**src/rtl/gcore_pkg.sv**
```systemverilog
// gcore_pkg: shared opcodes, FSM state encoding and instruction decode helpers
// for the GCore accumulator core.
// Optional feature macro: GCORE_CALL_EN (opcode E = CALL, F = RET).
package gcore_pkg;

  localparam int unsigned OP_W = 4;

  typedef logic [OP_W-1:0] op_t;

  localparam op_t OP_NOP  = 4'h0;
  localparam op_t OP_LDI  = 4'h1;
  localparam op_t OP_LD   = 4'h2;
  localparam op_t OP_ST   = 4'h3;
  localparam op_t OP_ADD  = 4'h4;
  localparam op_t OP_SUB  = 4'h5;
  localparam op_t OP_AND  = 4'h6;
  localparam op_t OP_OR   = 4'h7;
  localparam op_t OP_XOR  = 4'h8;
  localparam op_t OP_SHI  = 4'h9;
  localparam op_t OP_JMP  = 4'hA;
  localparam op_t OP_BZ   = 4'hB;
  localparam op_t OP_BNZ  = 4'hC;
  localparam op_t OP_HLT  = 4'hD;
  localparam op_t OP_CALL = 4'hE;
  localparam op_t OP_RET  = 4'hF;

  typedef enum logic [2:0] {
    ST_FETCH  = 3'd0,
    ST_DECODE = 3'd1,
    ST_MEM    = 3'd2,
    ST_EXEC   = 3'd3,
    ST_HALT   = 3'd4
  } state_t;

  // Jump taken in EXEC: target comes from MDR.
  function automatic logic op_takes_jump(input op_t op, input logic zero);
    logic taken;
    taken = 1'b0;
    case (op)
      OP_JMP:  taken = 1'b1;
      OP_BZ:   taken = zero;
      OP_BNZ:  taken = ~zero;
`ifdef GCORE_CALL_EN
      OP_CALL: taken = 1'b1;
`endif
      default: taken = 1'b0;
    endcase
    return taken;
  endfunction

  // Operand m is needed; untaken branches skip the data read.
  function automatic logic op_uses_mem(input op_t op, input logic zero);
    logic uses;
    uses = 1'b0;
    case (op)
      OP_LD, OP_ST, OP_ADD, OP_SUB, OP_AND, OP_OR, OP_XOR: uses = 1'b1;
      default: uses = op_takes_jump(op, zero);
    endcase
    return uses;
  endfunction

  // Instruction writes acc (and hence the zero flag).
  function automatic logic op_writes_acc(input op_t op);
    logic wr;
    wr = 1'b0;
    case (op)
      OP_LDI, OP_LD, OP_ADD, OP_SUB, OP_AND, OP_OR, OP_XOR, OP_SHI: wr = 1'b1;
      default: wr = 1'b0;
    endcase
    return wr;
  endfunction

endpackage

```
**src/rtl/gcore_if.sv**
```systemverilog
// gcore_if: instruction and data memory req/ack buses of the GCore core.
//   master (core):   drives imem_req/imem_addr, dmem_req/we/addr/wdata
//   slave  (memory): drives imem_rdata/imem_ack, dmem_rdata/dmem_ack
// A transfer completes on the rising edge where req and ack are both high.
interface gcore_if #(
  parameter int unsigned DATA_W = 8,
  parameter int unsigned ADDR_W = 8,
  parameter int unsigned IMM_W  = 4
) ();

  localparam int unsigned INSTR_W = gcore_pkg::OP_W + IMM_W;

  logic               imem_req;
  logic [ADDR_W-1:0]  imem_addr;
  logic [INSTR_W-1:0] imem_rdata;
  logic               imem_ack;

  logic               dmem_req;
  logic               dmem_we;
  logic [IMM_W-1:0]   dmem_addr;
  logic [DATA_W-1:0]  dmem_wdata;
  logic [DATA_W-1:0]  dmem_rdata;
  logic               dmem_ack;

  modport master (
    output imem_req, imem_addr,
    input  imem_rdata, imem_ack,
    output dmem_req, dmem_we, dmem_addr, dmem_wdata,
    input  dmem_rdata, dmem_ack
  );

  modport slave (
    input  imem_req, imem_addr,
    output imem_rdata, imem_ack,
    input  dmem_req, dmem_we, dmem_addr, dmem_wdata,
    output dmem_rdata, dmem_ack
  );

endinterface

```
**src/rtl/gcore_alu.sv**
```systemverilog
// gcore_alu: combinational accumulator datapath for LDI/LD and ADD..SHI.
//   op     in  opcode
//   acc    in  current accumulator
//   m      in  memory operand (MDR)
//   imm    in  instruction operand field
//   result out new accumulator value (acc for opcodes that do not write it)
module gcore_alu
  import gcore_pkg::*;
#(
  parameter int unsigned DATA_W = 8,
  parameter int unsigned IMM_W  = 4
) (
  input  op_t               op,
  input  logic [DATA_W-1:0] acc,
  input  logic [DATA_W-1:0] m,
  input  logic [IMM_W-1:0]  imm,
  output logic [DATA_W-1:0] result
);

  logic [DATA_W-1:0] imm_ext;

  assign imm_ext = DATA_W'(imm);

  // All arithmetic wraps modulo 2^DATA_W; no carry is kept.
  always_comb begin
    result = acc;
    case (op)
      OP_LDI:  result = imm_ext;
      OP_LD:   result = m;
      OP_ADD:  result = acc + m;
      OP_SUB:  result = acc - m;
      OP_AND:  result = acc & m;
      OP_OR:   result = acc | m;
      OP_XOR:  result = acc ^ m;
      OP_SHI:  result = (acc << IMM_W) | imm_ext;
      default: result = acc;
    endcase
  end

endmodule

```
**src/rtl/gcore_core.sv**
```systemverilog
// gcore_core: single-clock multicycle GCore accumulator CPU.
//   clk       in   system clock, rising edge
//   rst       in   asynchronous active-low reset
//   run       in   fetch enable, checked only in FETCH
//   bus       if   gcore_if.master: imem and dmem req/ack buses
//   acc_out   out  accumulator
//   pc_out    out  program counter
//   zero_out  out  zero flag
//   halted    out  core is in HALT
// Optional feature macro: GCORE_CALL_EN adds CALL/RET and a link register.
// DATA_W must be greater than IMM_W.
module gcore_core
  import gcore_pkg::*;
#(
  parameter int unsigned DATA_W = 8,
  parameter int unsigned ADDR_W = 8,
  parameter int unsigned IMM_W  = 4
) (
  input  logic              clk,
  input  logic              rst,
  input  logic              run,
  gcore_if.master           bus,
  output logic [DATA_W-1:0] acc_out,
  output logic [ADDR_W-1:0] pc_out,
  output logic              zero_out,
  output logic              halted
);

  localparam int unsigned INSTR_W = OP_W + IMM_W;

  state_t             state_q, state_d;
  logic [ADDR_W-1:0]  pc_q, pc_d;
  logic [DATA_W-1:0]  acc_q, acc_d;
  logic               zero_q, zero_d;
  logic [INSTR_W-1:0] ir_q, ir_d;
  logic [DATA_W-1:0]  mdr_q, mdr_d;
`ifdef GCORE_CALL_EN
  logic [ADDR_W-1:0]  link_q, link_d;
`endif

  op_t                op;
  logic [IMM_W-1:0]   imm;
  logic [DATA_W-1:0]  alu_result;
  logic               imem_req_c, dmem_req_c, dmem_we_c;
  logic               fetch_done, mem_done;

  assign op  = ir_q[INSTR_W-1:IMM_W];
  assign imm = ir_q[IMM_W-1:0];

  assign fetch_done = imem_req_c & bus.imem_ack;
  assign mem_done   = dmem_req_c & bus.dmem_ack;

  gcore_alu #(
    .DATA_W (DATA_W),
    .IMM_W  (IMM_W)
  ) u_alu (
    .op     (op),
    .acc    (acc_q),
    .m      (mdr_q),
    .imm    (imm),
    .result (alu_result)
  );

  // State register.
  always_ff @(posedge clk or negedge rst) begin
    if (!rst) state_q <= ST_FETCH;
    else      state_q <= state_d;
  end

  // Next-state logic.
  always_comb begin
    state_d = state_q;
    case (state_q)
      ST_FETCH:  if (fetch_done) state_d = ST_DECODE;
      ST_DECODE: begin
        if (op == OP_HLT)               state_d = ST_HALT;
        else if (op_uses_mem(op, zero_q)) state_d = ST_MEM;
        else                            state_d = ST_EXEC;
      end
      ST_MEM:    if (mem_done) state_d = ST_EXEC;
      ST_EXEC:   state_d = ST_FETCH;
      ST_HALT:   state_d = ST_HALT;
      default:   state_d = ST_FETCH;
    endcase
  end

  // Moore outputs decoded from the state register; the fetch request is also
  // gated by rst so nothing is requested while reset is held.
  always_comb begin
    imem_req_c = 1'b0;
    dmem_req_c = 1'b0;
    dmem_we_c  = 1'b0;
    halted     = 1'b0;
    case (state_q)
      ST_FETCH: imem_req_c = run & rst;
      ST_MEM: begin
        dmem_req_c = 1'b1;
        dmem_we_c  = (op == OP_ST);
      end
      ST_HALT:  halted = 1'b1;
      default: ;
    endcase
  end

  // Datapath next-state: IR/PC on fetch, MDR on data ack, results in EXEC.
  always_comb begin
    pc_d   = pc_q;
    acc_d  = acc_q;
    zero_d = zero_q;
    ir_d   = ir_q;
    mdr_d  = mdr_q;
`ifdef GCORE_CALL_EN
    link_d = link_q;
`endif
    if (fetch_done) begin
      ir_d = bus.imem_rdata;
      pc_d = pc_q + ADDR_W'(1);
    end
    if (mem_done) mdr_d = bus.dmem_rdata;
    if (state_q == ST_EXEC) begin
      if (op_writes_acc(op)) begin
        acc_d  = alu_result;
        zero_d = (alu_result == '0);
      end
      // Target is truncated or zero-extended to the pc width.
      if (op_takes_jump(op, zero_q)) pc_d = ADDR_W'(mdr_q);
`ifdef GCORE_CALL_EN
      if (op == OP_CALL) link_d = pc_q;
      if (op == OP_RET)  pc_d   = link_q;
`endif
    end
  end

  // Datapath registers.
  always_ff @(posedge clk or negedge rst) begin
    if (!rst) begin
      pc_q   <= '0;
      acc_q  <= '0;
      zero_q <= 1'b1;
      ir_q   <= '0;
      mdr_q  <= '0;
`ifdef GCORE_CALL_EN
      link_q <= '0;
`endif
    end else begin
      pc_q   <= pc_d;
      acc_q  <= acc_d;
      zero_q <= zero_d;
      ir_q   <= ir_d;
      mdr_q  <= mdr_d;
`ifdef GCORE_CALL_EN
      link_q <= link_d;
`endif
    end
  end

  assign bus.imem_req   = imem_req_c;
  assign bus.imem_addr  = pc_q;
  assign bus.dmem_req   = dmem_req_c;
  assign bus.dmem_we    = dmem_we_c;
  assign bus.dmem_addr  = imm;
  assign bus.dmem_wdata = acc_q;

  assign acc_out  = acc_q;
  assign pc_out   = pc_q;
  assign zero_out = zero_q;

endmodule

```
**src/flat_wrapper.sv**
```systemverilog
// flat-port wrapper written by rule: the top's interface ports become plain ports
module gcore_core_flat import gcore_pkg::*;
#(
  parameter int unsigned DATA_W = 8,
  parameter int unsigned ADDR_W = 8,
  parameter int unsigned IMM_W  = 4
)
  (clk, rst, run, acc_out, pc_out, zero_out, halted, bus_imem_req, bus_imem_addr, bus_imem_rdata, bus_imem_ack, bus_dmem_req, bus_dmem_we, bus_dmem_addr, bus_dmem_wdata, bus_dmem_rdata, bus_dmem_ack);
  gcore_if #(.DATA_W(DATA_W), .ADDR_W(ADDR_W), .IMM_W(IMM_W)) bus_i ();
  input  logic clk;
  input  logic rst;
  input  logic run;
  output logic [DATA_W-1:0] acc_out;
  output logic [ADDR_W-1:0] pc_out;
  output logic zero_out;
  output logic halted;
  output wire logic [$bits(bus_i.imem_req)-1:0] bus_imem_req;
  output wire logic [$bits(bus_i.imem_addr)-1:0] bus_imem_addr;
  input wire logic [$bits(bus_i.imem_rdata)-1:0] bus_imem_rdata;
  input wire logic [$bits(bus_i.imem_ack)-1:0] bus_imem_ack;
  output wire logic [$bits(bus_i.dmem_req)-1:0] bus_dmem_req;
  output wire logic [$bits(bus_i.dmem_we)-1:0] bus_dmem_we;
  output wire logic [$bits(bus_i.dmem_addr)-1:0] bus_dmem_addr;
  output wire logic [$bits(bus_i.dmem_wdata)-1:0] bus_dmem_wdata;
  input wire logic [$bits(bus_i.dmem_rdata)-1:0] bus_dmem_rdata;
  input wire logic [$bits(bus_i.dmem_ack)-1:0] bus_dmem_ack;
  assign bus_imem_req = bus_i.imem_req;
  assign bus_imem_addr = bus_i.imem_addr;
  assign bus_i.imem_rdata = bus_imem_rdata;
  assign bus_i.imem_ack = bus_imem_ack;
  assign bus_dmem_req = bus_i.dmem_req;
  assign bus_dmem_we = bus_i.dmem_we;
  assign bus_dmem_addr = bus_i.dmem_addr;
  assign bus_dmem_wdata = bus_i.dmem_wdata;
  assign bus_i.dmem_rdata = bus_dmem_rdata;
  assign bus_i.dmem_ack = bus_dmem_ack;
  gcore_core #(.DATA_W(DATA_W), .ADDR_W(ADDR_W), .IMM_W(IMM_W)) u_core (.clk(clk), .rst(rst), .run(run), .bus(bus_i), .acc_out(acc_out), .pc_out(pc_out), .zero_out(zero_out), .halted(halted));
endmodule
```
**config.mk**
```make
export PLATFORM = sky130hd
export DESIGN_NAME = gcore_core_flat
export DESIGN_NICKNAME = d
export VERILOG_FILES = /design/src/rtl/gcore_pkg.sv /design/src/rtl/gcore_if.sv /design/src/rtl/gcore_alu.sv /design/src/rtl/gcore_core.sv /design/src/flat_wrapper.sv
export SDC_FILE = /design/constraint.sdc
export NUM_CORES = 1
export LEC_CHECK = 0
export CORE_MARGIN = 2
export CORE_UTILIZATION = 48
export CTS_CLUSTER_DIAMETER = 80
export DETAILED_ROUTE_END_ITERATION = 12
export PLACE_DENSITY = 0.78
export SLEW_MARGIN = 40
export SYNTH_ARGS = -nofsm -noshare
export SYNTH_HDL_FRONTEND = slang
export SYNTH_HIERARCHICAL = 1
export SYNTH_SLANG_ARGS = --single-unit
```
**constraint.sdc**
```tcl
create_clock -name clk -period 3.15 [get_ports clk]
set_clock_uncertainty 0.15 [all_clocks]
set_input_delay 0.63 -clock clk [delete_from_list [all_inputs] [get_ports clk]]
set_output_delay 0.63 -clock clk [all_outputs]
set_load 0.005 [all_outputs]
```
-- After elaboration in Yosys (flattened, before gate mapping)
Memories as Yosys holds them, arrays and structs flattened.
Cells that the tools add are included.
- bits in latches: 0
- memories kept: 1
- memory bits (read-only): 16
- output and inout port bits: 41
- word-level logic and storage cells: 61
- bits of input ports: 21
- RAM bits: 0
- register bits: 36
- memory list (memory ; words ; width ; read ports ; clocked after Yosys merged registers in ; wr ports ; RTL line ; RTL):
    (name not given) ; 16 ; 1 ; 1 ; 0 ; 0 ; gcore_pkg.sv:66 ; case (op)
- bitwise gates (word level): 8
- reduce and logical (&&, ||, !) cells: 5
- divide/modulo/power cells: 0
- order comparisons: 0
- shift-type cells: 0
- equal/unequal tests: 19
- add/sub/neg operators: 3
- mux-type cells: 19
- multipliers: 0
- operators by type and width (operator ; number):
    one-hot mux 8 bit (8 select lines) ; 1
    equality test 4 bit, second input constant ; 6
    two-way mux 8 bit ; 3
    equality test 4 x 3 -> 1 bit, second input constant ; 4
    one-hot mux 3 bit (4 select lines) ; 1
    two-way mux 1 bit ; 10
    two-way mux 3 bit ; 3
    adder 8 x 1 -> 8 bit, second input constant ; 1
    adder 8 bit ; 1
    AND 8 bit ; 1
    equality test 4 x 2 -> 1 bit, second input constant ; 2
    zero test 8 bit ; 1
    bitwise OR 8 x 4 -> 8 bit ; 1
    bitwise OR 8 bit ; 1
    subtractor 8 bit ; 1
    XOR 8 bit ; 1
    OR reduction 7 bit ; 1
    equality test 3 x 2 -> 1 bit, second input constant ; 2
    equality test 4 x 1 -> 1 bit, second input constant ; 1
    inequality test 2 x 1 -> 1 bit, second input constant ; 2
    AND reduction 2 bit ; 2
    AND 1 bit ; 3
    equality test 3 x 1 -> 1 bit, second input constant ; 1
    equality test 3 bit, second input constant ; 1
    other kinds (3) ; 3

-- Logic depth before layout (Yosys ltp)
Gate-level depths: netlist of run 1.
- depth after elaboration: 8
- gate-level depth with buffers: 13
- mapped depth without buffers: 13

-- Hierarchy
Netlist of run 1, hierarchy kept.
- by module, submodules not included (module ; seq. area each (µm²) ; cells an instance ; area each (µm²) ; instances):
    gcore_core ; 902.1 ; 170 ; 1974.4 ; 1
    gcore_alu ; 0.0 ; 179 ; 1261.2 ; 1

-- Worst setup path before layout of run 1
Ideal clock, no wire load.
- path kind: reg-to-reg
- from: register u_core.ir_q[7]
- to: register u_core.zero_q, in the netlist u_core/zero_out
- data arrival time: 2961 ps
- library setup time: 79 ps
- required time: 2921 ps
- path buffers: 1
- path slack: -40 ps
- stages on the path, launching flop included: 14
- clock period less this slack: 3190 ps
- cells stage by stage: dfrtp_1 and4bb_1 buf_6 mux2_2 inv_1 ha_1 nor2b_1 o31a_1 a41oi_1 a211oi_1 or3b_1 nor4_1 nand3_1 o21ai_0
- word-level cells in the longest chain between the ends: 3
- elaborated cells between the ends (all ways): 13
- classes of those cells: 8 x eq/ne; 2 x mux; 2 x reduce/logical; 1 x memory
- RTL lines (what ; RTL line ; RTL):
    start: declaration ; gcore_core.sv:35 ; logic [INSTR_W-1:0] ir_q, ir_d;
    start signal: assignment ; gcore_core.sv:149 ; ir_q <= ir_d;
    equality test 4 bit, or another cell as far along ; gcore_alu.sv:27 ; case (op)
    one-hot mux 8 bit (8 select lines) * ; gcore_alu.sv:27 ;
    named net u_core.alu_result[7] ; gcore_core.sv:43 ; logic [DATA_W-1:0] alu_result;
    zero test 8 bit * ; gcore_core.sv:123 ; zero_d = (alu_result == '0);
    end signal: assignment ; gcore_core.sv:148 ; zero_q <= zero_d;
    end: declaration ; gcore_core.sv:34 ; logic zero_q, zero_d;
Mark *: on every way through the listed nets, which the timed path passes. The rest lies on a longest branch. The select of a mux whose other input is x is not followed.
A chain may end at the register's enable or synchronous reset.

-- Worst setup path after layout of run 1
Same ends and word-level chain as after synthesis.

==> results.json, run 1 <==
{
  "synth_area_leaders": "dfrtp_1 27%, ha_1 11%, mux2_2 6.3%, buf_4 4.6%, mux2_4 3.7%",
  "fp-row-count": 29,
  "die_width_um": 86.1,
  "period_needed_ns": 3.15,
  "syn_nets": 400,
  "ys_types": 60,
  "clkTransAtPathRegs_ns": 0.08,
  "cp.arrival_ns": 3.23,
  "max_freq_mhz": 317,
  "setup_viol": 1,
  "routedWlPerCell_um": 16.6,
  "worst_pin_slew_ns": 0.698,
  "synth-async-reset-ratio_pct": 100,
  "p_leak_nw": 1.70,
  "final_cell_mix": "60 x clkdlybuf4s50_1, 34 x dfrtp_1, 27 x inv_1, 27 x ha_1, 22 x buf_4",
  "dpl.cell_count": 470,
  "fin_ws_ns": -0.00336,
  "cp-end-kind": "flop",
  "io_pins": 62,
  "grt_usage_pct": 22.4,
  "via_per_inst": 5.80,
  "relSlewSlack_pct": 53.3,
  "synth_enable_flop_cells": 0,
  "fillCellCount": 545,
  "clock_sinks": 36,
  "final_cells": 484,
  "synthToLayoutAreaGrowth_pct": 24.3,
  "synth_seq_cells": 36,
  "diodes": 0,
  "htree_levels": 2,
  "hpwl_um": 5990,
  "clk_latency_ns": 0.30,
  "cts_buffer_depth": 2,
  "fin_nets": 457,
  "cp_max_fo": 3,
  "vdd_drop_max_v": 0.000564,
  "rsz0062_at_grt": "yes",
  "root_buffer": "clkbuf_8",
  "final_max_slew_viol_count": 0,
  "final_common_cell": "clkdlybuf4s50_1",
  "seq_area_frac_synth_pct": 27.9,
  "syn_avg_cell_area_um2": 9.27,
  "vias": 2808,
  "drt_iter0_drc": 201,
  "multi_input_area_mm2": 0.00205,
  "die-height_um": 86.1,
  "antenna_found_initial": 0,
  "finalHoldViolCount": 0,
  "die-area_mm2": 0.00741,
  "power_mw": 4.95,
  "status": "finished, violations left",
  "yosysWarnings": 6,
  "cts_buffers": 5,
  "hold_buffers": 0,
  "yosysTopAreaCell": "dfrtp_1",
  "antenna_left": 0,
  "failed_checks": "negative setup slack",
  "syn-instance-count": 349,
  "syn-cell-area_mm2": 0.00324,
  "fin_crit_sh_pct": 100,
  "start_kind": "flop",
  "grt_pass1_vias": 2646,
  "post-place-ws_ns": 0.00498,
  "cts_tree": "done",
  "synth_top_area_share_pct": 27.1,
  "drc": 0,
  "synth-main-ff-cell": "dfrtp_1",
  "coreArea_mm2": 0.00642,
  "layout-drive-gt1-share_pct": 18.9,
  "numPortBuffers": 61,
  "dr.pass1.iters": 5,
  "hold_slack_ns": 0.283,
  "gr-total-overflow": 0,
  "worstPathRequired_ns": 3.22,
  "power.density_mw_per_mm2": 1230,
  "grt_pass1_wl_um": 13100,
  "worst-setup-path-type": "flop to flop",
  "place_congestion": 0.942,
  "wl_um": 8050,
  "start_util_pct": 50.4,
  "grt_start_max_net_pins": 37,
  "seq_area_um2": 903,
  "drv_cap": 0,
  "hold_path_class": "input port to async pin"
}
per-stage QoR:
step	instance area [um^2]	utilization, %	setup TNS [ns]
6_report	4020	62.6	-0.00336
5_1_grt	4020	62.6	-0.109
4_1_cts	3920	61.1	0
3_5_place_dp	3830	59.7	0
3_3_place_gp	3830	59.7	0
2_1_floorplan	3240	-	0
cell usage after synthesis (7+ instances only):
library cell	instances
buf_4	20
a21oi_1	15
nand2b_1	7
inv_1	28
a22oi_1	9
o21ai_0	17
ha_1	29
xnor2_1	10
mux2_2	18
nand2_1	17
dfrtp_1	35
mux2_4	8
nor2_1	19
final timing paths:
kind,startpoint,to,slack (ns),cells after the start
max in group asynchronous,rst,u_core/zero_out,2.22,2
setup reg to reg,u_core/ir_q[7],u_core/zero_out,-0.003,12
setup / recovery,u_core/ir_q[7],u_core/zero_out,-0.003,12
hold / removal,rst,u_core/bus.imem_addr[5],0.28,2
min in group clk,u_core/zero_out,u_core/zero_out,0.38,2
hold reg to reg,u_core/zero_out,u_core/zero_out,0.38,2
where the power goes:
group          switching [mW]  leakage [nW]  internal (mW)  total (mW)
registers               0.303         0.434          0.696       0.999
logic                    1.78          1.23           1.84        3.62
clock network           0.171        0.0422          0.155       0.326
state kept, by name (all words and copies together) (netlist names):
signal / count
u_core/acc_out: 8
u_core/bus.imem_addr: 8
u_core/ir_q: 8
u_core/mdr_q: 8
u_core/state_q: 3
u_core/zero_out: 1
cell type report:
cell class                      count  area share (%)
Clock buffer                        7            1.90
Clock inverter                      1           0.124
Inverter                           28            2.61
Multi-Input combinational cell    251            51.1
Sequential cell                    36            22.5
Tap cell                           77            2.40
Timing Repair Buffer               84            19.4
layer usage:
layer | routed length, um | up-vias | GRT usage, % | share of wire [%]
li1 | - | 1342 | - | -
met1 | 3600 | 1350 | 31.4 | 45
met2 | 3850 | 107 | 36.3 | 48
met3 | 512 | 9 | 3.08 | 6.4
met4 | 85 | 0 | 5.92 | 1.1
met5 | 0 | - | 0 | 0
critical path: stages (launching register included):
cell	delay, ns
dfrtp_2	0.40
and4bb_2	0.34
mux2_4	0.33
inv_2	0.07
ha_4	0.19
nor2b_4	0.12
o31a_1	0.33
a41oi_2	0.19
a211oi_2	0.09
or3b_1	0.39
nor4_1	0.26
nand3_1	0.11
o21ai_1	0.10
timing repair:
item	in CTS	in global routing
hold endpoints to repair	0	0
pin swaps	1	10
resized for setup	0	15
setup buffers	1	5
setup endpoints to repair	1	2
logic make-up (layout without fill, tap and decap cells):
family / after synthesis / count (layout) / share of synthesized area [%]
compound gates: 89 / 89 / 19.0
simple gates: 86 / 86 / 14.9
xor+xnor: 15 / 15 / 4.06
buf+inv: 62 / 120 / 10.7
flops: 36 / 36 / 27.9
mux: 31 / 31 / 11.6
fa+ha+maj: 30 / 30 / 11.8
Note: power is estimated with default switching activity, not from simulation.
==> inputs of run 2 (changes only) <==
CORE_UTILIZATION = 50   (was 48)
DONT_BUFFER_PORTS = 1   (was unset)
PLACE_DENSITY = 0.68   (was 0.78)
==> run 2 against run 1 <==
Net effect: the run now ends clean; non-clock buffer count shrank 64; routed wire length shrank 5.5%; sequential cell count is the same; clock-buffer cell count is the same; via count shrank 9.3%; power shrank 13%; critical path depth is the same; sequential power grew 6%; final cell count shrank 13%; final area shrank 16%; critical path type unchanged.
==> results.json, run 2 (synthesized netlist as in run 1, its figures left out) <==
{
  "die_width_um": 84.4,
  "drt_iter0_drc": 206,
  "layout-drive-gt1-share_pct": 19.5,
  "cp-end-kind": "flop",
  "drv_cap": 0,
  "p_leak_nw": 1.46,
  "io_pins": 62,
  "cts_tree": "done",
  "finalHoldViolCount": 0,
  "place_congestion": 0.911,
  "grt_pass1_wl_um": 12700,
  "post-place-ws_ns": -0.0710,
  "vias": 2546,
  "antenna_left": 0,
  "cp_max_fo": 3,
  "final_common_cell": "dfrtp_1",
  "drc": 0,
  "fin_ws_ns": 0.0952,
  "final_max_slew_viol_count": 0,
  "hpwl_um": 5580,
  "gr-total-overflow": 0,
  "diodes": 0,
  "final_cell_mix": "34 x dfrtp_1, 29 x ha_1, 28 x inv_1",
  "routedWlPerCell_um": 18.1,
  "seq_area_um2": 903,
  "critPathLaunch": "u_core/ir_q[7]",
  "relSlewSlack_pct": 52.0,
  "regToRegSetupSlack_ns": 0.1,
  "fin_nets": 393,
  "worst-setup-path-type": "flop to flop",
  "worst_pin_slew_ns": 0.718,
  "antenna_found_initial": 0,
  "worstPathRequired_ns": 3.23,
  "fillCellCount": 586,
  "status": "completed",
  "wl_um": 7610,
  "hold_slack_ns": 0.0112,
  "clkTransAtPathRegs_ns": 0.08,
  "clk_latency_ns": 0.29,
  "power_mw": 4.30,
  "synthToLayoutAreaGrowth_pct": 4.25,
  "fin_crit_sh_pct": 97.0,
  "dr.pass1.iters": 4,
  "clock_sinks": 36,
  "max_freq_mhz": 327,
  "die-area_mm2": 0.00713,
  "fp-row-count": 29,
  "multi_input_area_mm2": 0.00202,
  "grt_start_max_net_pins": 36,
  "grt_pass1_vias": 2519,
  "power.density_mw_per_mm2": 1280,
  "vdd_drop_max_v": 0.000680,
  "period_needed_ns": 3.05,
  "rsz0062_at_grt": "yes",
  "grt_usage_pct": 22.2,
  "reg2reg_from": "u_core/ir_q[7]",
  "start_kind": "flop",
  "coreArea_mm2": 0.00631,
  "setup_viol": 0,
  "via_per_inst": 6.06,
  "numPortBuffers": 0,
  "cts_buffer_depth": 2,
  "final_core_util_pct": 53.4,
  "cts_buffers": 5,
  "die-height_um": 84.4,
  "cp.arrival_ns": 3.13,
  "htree_levels": 2,
  "start_util_pct": 51.2,
  "hold_path_class": "input port to async pin",
  "root_buffer": "clkbuf_8"
}
## run 2: area by class of cell
class	count	area share (%)
Timing Repair Buffer	20	4.82
Multi-Input combinational cell	251	59.9
Inverter	28	3.12
Clock buffer	7	2.26
Clock inverter	1	0.260
Sequential cell	36	26.8
Tap cell	77	2.86
## run 2: path summary, 6_finish.rpt
| path | depth (start not counted) | to |
|---|---|---|
| setup / recovery | 12 | u_core/zero_out |
| hold / removal | 1 | u_core/acc_out[2] |
| setup reg to reg | 12 | u_core/zero_out |
| hold reg to reg | 2 | u_core/zero_out |
| max in group asynchronous | 1 | u_core/ir_q[7] |
| min in group clk | 1 | u_core/ir_q[2] |
## run 2: timing repair
action / in CTS / in global routing
cloned: 0 / 0
endpoints found under the setup margin: 1 / 1
pin swaps: 2 / 2
hold endpoints to repair: 35 / 0
hold buffers: 1 / 0
setup buffers: 0 / 2
resized for setup: 1 / 5
## run 2: critical path: stages (launching register included)
cell and delay (ns):
dfrtp_2 0.40, and4bb_1 0.32, mux2_2 0.38, inv_1 0.06, ha_1 0.21, nor2b_1 0.14
o31a_1 0.29, a41oi_2 0.17, a211oi_1 0.09, or3b_1 0.40, nor4_2 0.16, nand3_1 0.11
o21ai_1 0.10
## run 2: through the flow
stage / std cells / cell area [um^2] / TNS [ns]
after floorplan: 349 / 3240 / 0
after CTS: 418 / 3340 / 0
after global placement: 409 / 3230 / 0
after detailed placement: 409 / 3230 / -0.0710
final: 420 / 3370 / 0
after global routing: 420 / 3370 / -0.0962
## run 2: power breakdown
group / leakage, nW / switching [mW] / internal (mW) / total [mW]
clock network: 0.0424 / 0.180 / 0.158 / 0.338
registers: 0.434 / 0.367 / 0.695 / 1.06
logic: 0.979 / 1.57 / 1.33 / 2.90
## run 2: per-layer routing
layer / vias to the layer above / global-route usage (%) / share of wire (%)
li1: 1225 / - / -
met1: 1233 / 30.5 / 45
met2: 75 / 34.8 / 47
met3: 13 / 5.31 / 6.5
met4: 0 / 7.07 / 1.9
met5: - / 0 / 0
==> edit 1 (config.mk and constraints of run 1) <==
`ADDR_W` is set to 8 in 3 places; all go to 7.
--- a/src/rtl/gcore_if.sv
+++ b/src/rtl/gcore_if.sv
@@ -6,3 +6,3 @@
   parameter int unsigned DATA_W = 8,
-  parameter int unsigned ADDR_W = 8,
+  parameter int unsigned ADDR_W = 7,
   parameter int unsigned IMM_W  = 4
--- a/src/rtl/gcore_core.sv
+++ b/src/rtl/gcore_core.sv
@@ -15,3 +15,3 @@
   parameter int unsigned DATA_W = 8,
-  parameter int unsigned ADDR_W = 8,
+  parameter int unsigned ADDR_W = 7,
   parameter int unsigned IMM_W  = 4
--- a/src/flat_wrapper.sv
+++ b/src/flat_wrapper.sv
@@ -4,3 +4,3 @@
   parameter int unsigned DATA_W = 8,
-  parameter int unsigned ADDR_W = 8,
+  parameter int unsigned ADDR_W = 7,
   parameter int unsigned IMM_W  = 4
Interface: changed (resized bus_imem_addr and pc_out); port bits go from 62 to 60. No check against the original RTL was run, so the function may have changed too.
==> edit 1 against run 1 <==
Global-route usage decreased by 0.084 points. First-iteration DRC count shrank 15%. Highest routed layer unchanged. Wire length is 1.5% higher. Sequential cell count shrank 1. Cell count decreased by 5.2%. Synthesized area fell by 2.3%. Critical endpoint unchanged. Synthesized cell count decreased by 4.6%. Setup slack improved by 0.0052 ns. Design area is 3.2% lower. Total power decreased by 3.2%.
==> edit 1: results (changes against run 1) <==
stage	metric	value	unit	change
synthesis	xor and xnor area share after synthesis	0.0388		was 0.0406
clock_network	CTS HTree Levels	2		unchanged
synthesis	Synth Area in Compound Gates	0.180		was 0.190
detailed_routing	per-cell routed wire length	17.8	um	was 16.6 um
detailed_routing	initial detailed-routing violation count	171		was 201
grt	initial antenna violation count	0		unchanged
sta	Slew HR	0.606		was 0.533
critical_path	R2R depth	14		was 12
detailed_routing	met2 WL	3990	um	was 3850 um
critical_path	CP startpoint	u_core/ir_q[7]		unchanged
status	status	finished clean		was finished with violations
critical_path	Crit Path Max Fanout	5		was 3
synthesis	Post-Syn Nets	385		was 400
detailed_routing	drt total wl	8170	um	was 8050 um
clock_network	root buffer cell	clkbuf_8		unchanged
synthesis	largest cells by area after synthesis	dfrtp_1 (27%), mux2_2 (12%), ha_1 (12%), buf_4 (4.8%), xnor2_1 (3.3%)		was dfrtp_1 (27%), ha_1 (11%), mux2_2 (6.3%), buf_4 (4.6%), mux2_4 (3.7%)
grt	met3 usage	0.0302		was 0.0308
synthesis	most frequent cells after synthesis	dfrtp_1 (34), mux2_2 (34), ha_1 (30)		was dfrtp_1 (35), ha_1 (29), inv_1 (28)
sta	hold slack	0.283	ns	about the same
place	hpwl dp	5840	um	was 5990 um
place	GPL Wtd Cong	0.972		was 0.942
clock_network	Setup Fix Bufs, Post-CTS	0		was 1
sta	worst setup margin	0.00185	ns	was -0.00336 ns
grt	All-Layer GR Usage	0.223		was 0.224
synthesis	sequential area share after synthesis	0.278		was 0.279
grt	GR Util met2	0.361		was 0.363
grt	largest net degree at the start of global routing	37		unchanged
synthesis	mux cell area share after synthesis	0.127		was 0.116
place	number of cells after detailed placement	445		was 470
pwr	leak pwr	1.65	nW	was 1.70 nW
clock_network	Resize count post-CTS	2		was 0
layout	layout cell share with drive strength beyond 1	0.220		was 0.189
detailed_routing	Metal-1 WL	3550	um	was 3600 um
pwr	Int Power	0.00257	W	was 0.00269 W
layout	# diodes	0		unchanged
detailed_routing	via count	2743		was 2808
place	Port Buffer Count	59		was 61
place	DP Area	3680	um2	was 3830 um2
place	pre-CTS setup slack	-0.0612	ns	was 0.00498 ns
critical_path	Slowest-stage cell, CP	dfrtp_2		unchanged
layout	Final nets	433		was 457
synthesis	Async S/R FF share, synth	1.00		unchanged
synthesis	synthesized instance count	333		was 349
pwr	Max IR drop VDD	735	uV	was 564 uV
grt	first-pass GRT wire length	13100	um	about the same
synthesis	Synth Area in Adders	0.125		was 0.118
detailed_routing	DR WL met3	480	um	was 512 um
critical_path	delay-heaviest family, CP	compound AO/OA/AOI/OAI gates		was simple AND/OR/NAND/NOR gates
grt	vias in the first global route	2641		was 2646
grt	GR Util met1	0.317		was 0.314
synthesis	Yosys cell types	58		was 60
==> edit 1: cell types whose count changed after synthesis, moves of 3 or more <==
cell,change
and3_1,+3
inv_1,-4
mux2_2,+16
mux2_4,-8
nand2_1,-4
nor2_1,-6
nor4_2,-3
o21ai_1,-5
xor2_1,-3
==> edit 1: power groups by stage <==
| stage | clock (W) | sequential (W) | combinational (W) |
|---|---|---|---|
| floorplan | 0 | 0.000959 | 0.00227 |
| global placement | 0 | 0.00100 | 0.00303 |
| detailed placement | 0 | 0.00101 | 0.00311 |
| CTS | 0.000337 | 0.00101 | 0.00315 |
| global route | 0.000356 | 0.00106 | 0.00374 |
| finish | 0.000329 | 0.00101 | 0.00345 |
==> edit 1: final cells by class <==
type / instances / area [um2]
clock buffers: 5 / 68.8
multi-input cells: 240 / 2030
flip-flops and latches: 35 / 881
inverters: 24 / 90.1
repair buffers: 75 / 709
clock inverters: 3 / 15.0
well taps: 77 / 96.3
fillers: 524 / 2460
==> edit 2 (flow settings as in run 1) <==
Made on the original files. Reset style: synchronous (`rst`), changed in 2 clocked blocks. Comments in the files are not updated.
--- a/src/rtl/gcore_core.sv
+++ b/src/rtl/gcore_core.sv
@@ -64,3 +64,3 @@
   // State register.
-  always_ff @(posedge clk or negedge rst) begin
+  always_ff @(posedge clk) begin
     if (!rst) state_q <= ST_FETCH;
@@ -134,3 +134,3 @@
   // Datapath registers.
-  always_ff @(posedge clk or negedge rst) begin
+  always_ff @(posedge clk) begin
     if (!rst) begin
Function: differs if rst is asserted again (counterexample within 4 cycles, from zero or initial values and one cycle with rst low); with rst held inactive, the same outputs for 10 cycles.
==> edit 2 against run 1 <==
Core utilization fell by 1.4 points. Design area decreased by 2.7%. Setup slack better by 0.0021 ns. Synthesized area decreased by 1.5%. Global-route usage is 1.1 points higher. The run still ends with setup timing left. Critical path depth increased by 1. Via count rose by 10%. Largest cell class unchanged. Sequential cell count grew 1. Synthesized cell count is 17% higher. Wire length is 8.3% higher.
Power is left out: it rests on default switching activity, and per cell area and clock period it moved more than threefold.
==> edit 2: results (changes against run 1) <==
stage	metric	value	unit	change
critical_path	slowest stage delay, CP	0.42	ns	was 0.40 ns
status	status	finished with violations		unchanged
sta	Worst-Margin Slew	0.517	ns	was 0.698 ns
synthesis	sequential area share after synthesis	0.233		was 0.279
layout	layout cell share with drive strength beyond 1	0.0987		was 0.189
place	pre-CTS setup slack	-0.0256	ns	was 0.00498 ns
grt	All-Layer GR Usage	0.235		was 0.224
detailed_routing	drt total wl	8710	um	was 8050 um
grt	vias in the first global route	2792		was 2646
critical_path	CP startpoint	u_core/ir_q[5]		was u_core/ir_q[7]
grt	first-pass GRT wire length	13800	um	was 13100 um
synthesis	Yosys cell types	62		was 60
min_path	worst min-delay path class	reg -> reg		was in -> async
synthesis	largest cells by area after synthesis	dfxtp_1 (23%), ha_1 (9.8%), nand2_1 (5.5%), buf_4 (4.7%), a21oi_1 (3.9%)		was dfrtp_1 (27%), ha_1 (11%), mux2_2 (6.3%), buf_4 (4.6%), mux2_4 (3.7%)
place	hpwl dp	6240	um	was 5990 um
synthesis	Synth Area in Compound Gates	0.255		was 0.190
sta	final setup vio count	1		unchanged
sta	worst setup margin	-0.00125	ns	was -0.00336 ns
synthesis	Async S/R FF share, synth	0		was 1.00
synthesis	most frequent cells after synthesis	nand2_1 (47), dfxtp_1 (37), a21oi_1 (25), ha_1 (25), inv_1 (25)		was dfrtp_1 (35), ha_1 (29), inv_1 (28)
synthesis	Synth Area in Adders	0.104		was 0.118
synthesis	dominant synthesized flop cell	dfxtp_1		was dfrtp_1
critical_path	Slowest-stage cell, CP	or3b_1		was dfrtp_2
detailed_routing	initial detailed-routing violation count	157		was 201
detailed_routing	drt via density	5.92		was 5.80
clock_network	CTS max path bufs	2		unchanged
critical_path	Crit Path Max Fanout	6		was 3
layout	Final nets	493		was 457
status	failing checks	setup timing		unchanged
layout	filler cell count	568		was 545
synthesis	xor and xnor area share after synthesis	0.0412		was 0.0406
place	GPL Wtd Cong	0.978		was 0.942
[edit 2: worst paths after layout]
check	slack [ns]	endpoint	depth (start not counted)
setup / recovery	-0.001	u_core/zero_out	13
hold / removal	0.34	u_core/ir_q[0]	2
setup reg to reg	-0.001	u_core/zero_out	13
hold reg to reg	0.34	u_core/ir_q[0]	2
[edit 2: stage by stage]
| stage | hold slack [ns] | std cells | TNS [ns] | area, um2 | utilization |
|---|---|---|---|---|---|
| after floorplan | 0.307 | 407 | 0 | 3190 | - |
| after global placement | 0.324 | 513 | 0 | 3720 | 0.582 |
| after detailed placement | 0.331 | 513 | -0.0256 | 3720 | 0.582 |
| after CTS | 0.347 | 520 | 0 | 3830 | 0.601 |
| after global routing | 0.375 | 523 | -0.185 | 3910 | 0.612 |
| final | 0.342 | 523 | -0.00125 | 3910 | 0.612 |
[edit 2: layout make-up]
type,instances,share of cell area
Timing Repair Buffer,75,0.183
Inverter,25,0.0240
Sequential cell,37,0.190
Tap cell,77,0.0246
Multi-Input combinational cell,302,0.552
Clock buffer,5,0.0176
Clock inverter,2,0.00896
[edit 2: kinds of logic (layout without fill, tap and decap cells)]
group | Yosys count | in the layout
buf+inv | 68 | 107
xor+xnor | 15 | 15
flops | 37 | 37
compound gates | 119 | 119
simple gates | 132 | 132
fa+ha+maj | 26 | 26
mux | 10 | 10
[edit 2: layer usage]
metal  track usage  wire, um  up-vias
met2         0.368      4070      134
li1              -         -     1498
met5             0         0        -
met3        0.0360       423       21
met4        0.0895       243        0
met1         0.324      3970     1445
[edit 2: what timing repair did]
action	4_1_cts	5_1_grt
endpoints found under the setup margin	1	1
pin swaps	0	10
resized for setup	2	14
buffers inserted	0	3
endpoints found under the hold margin	0	0
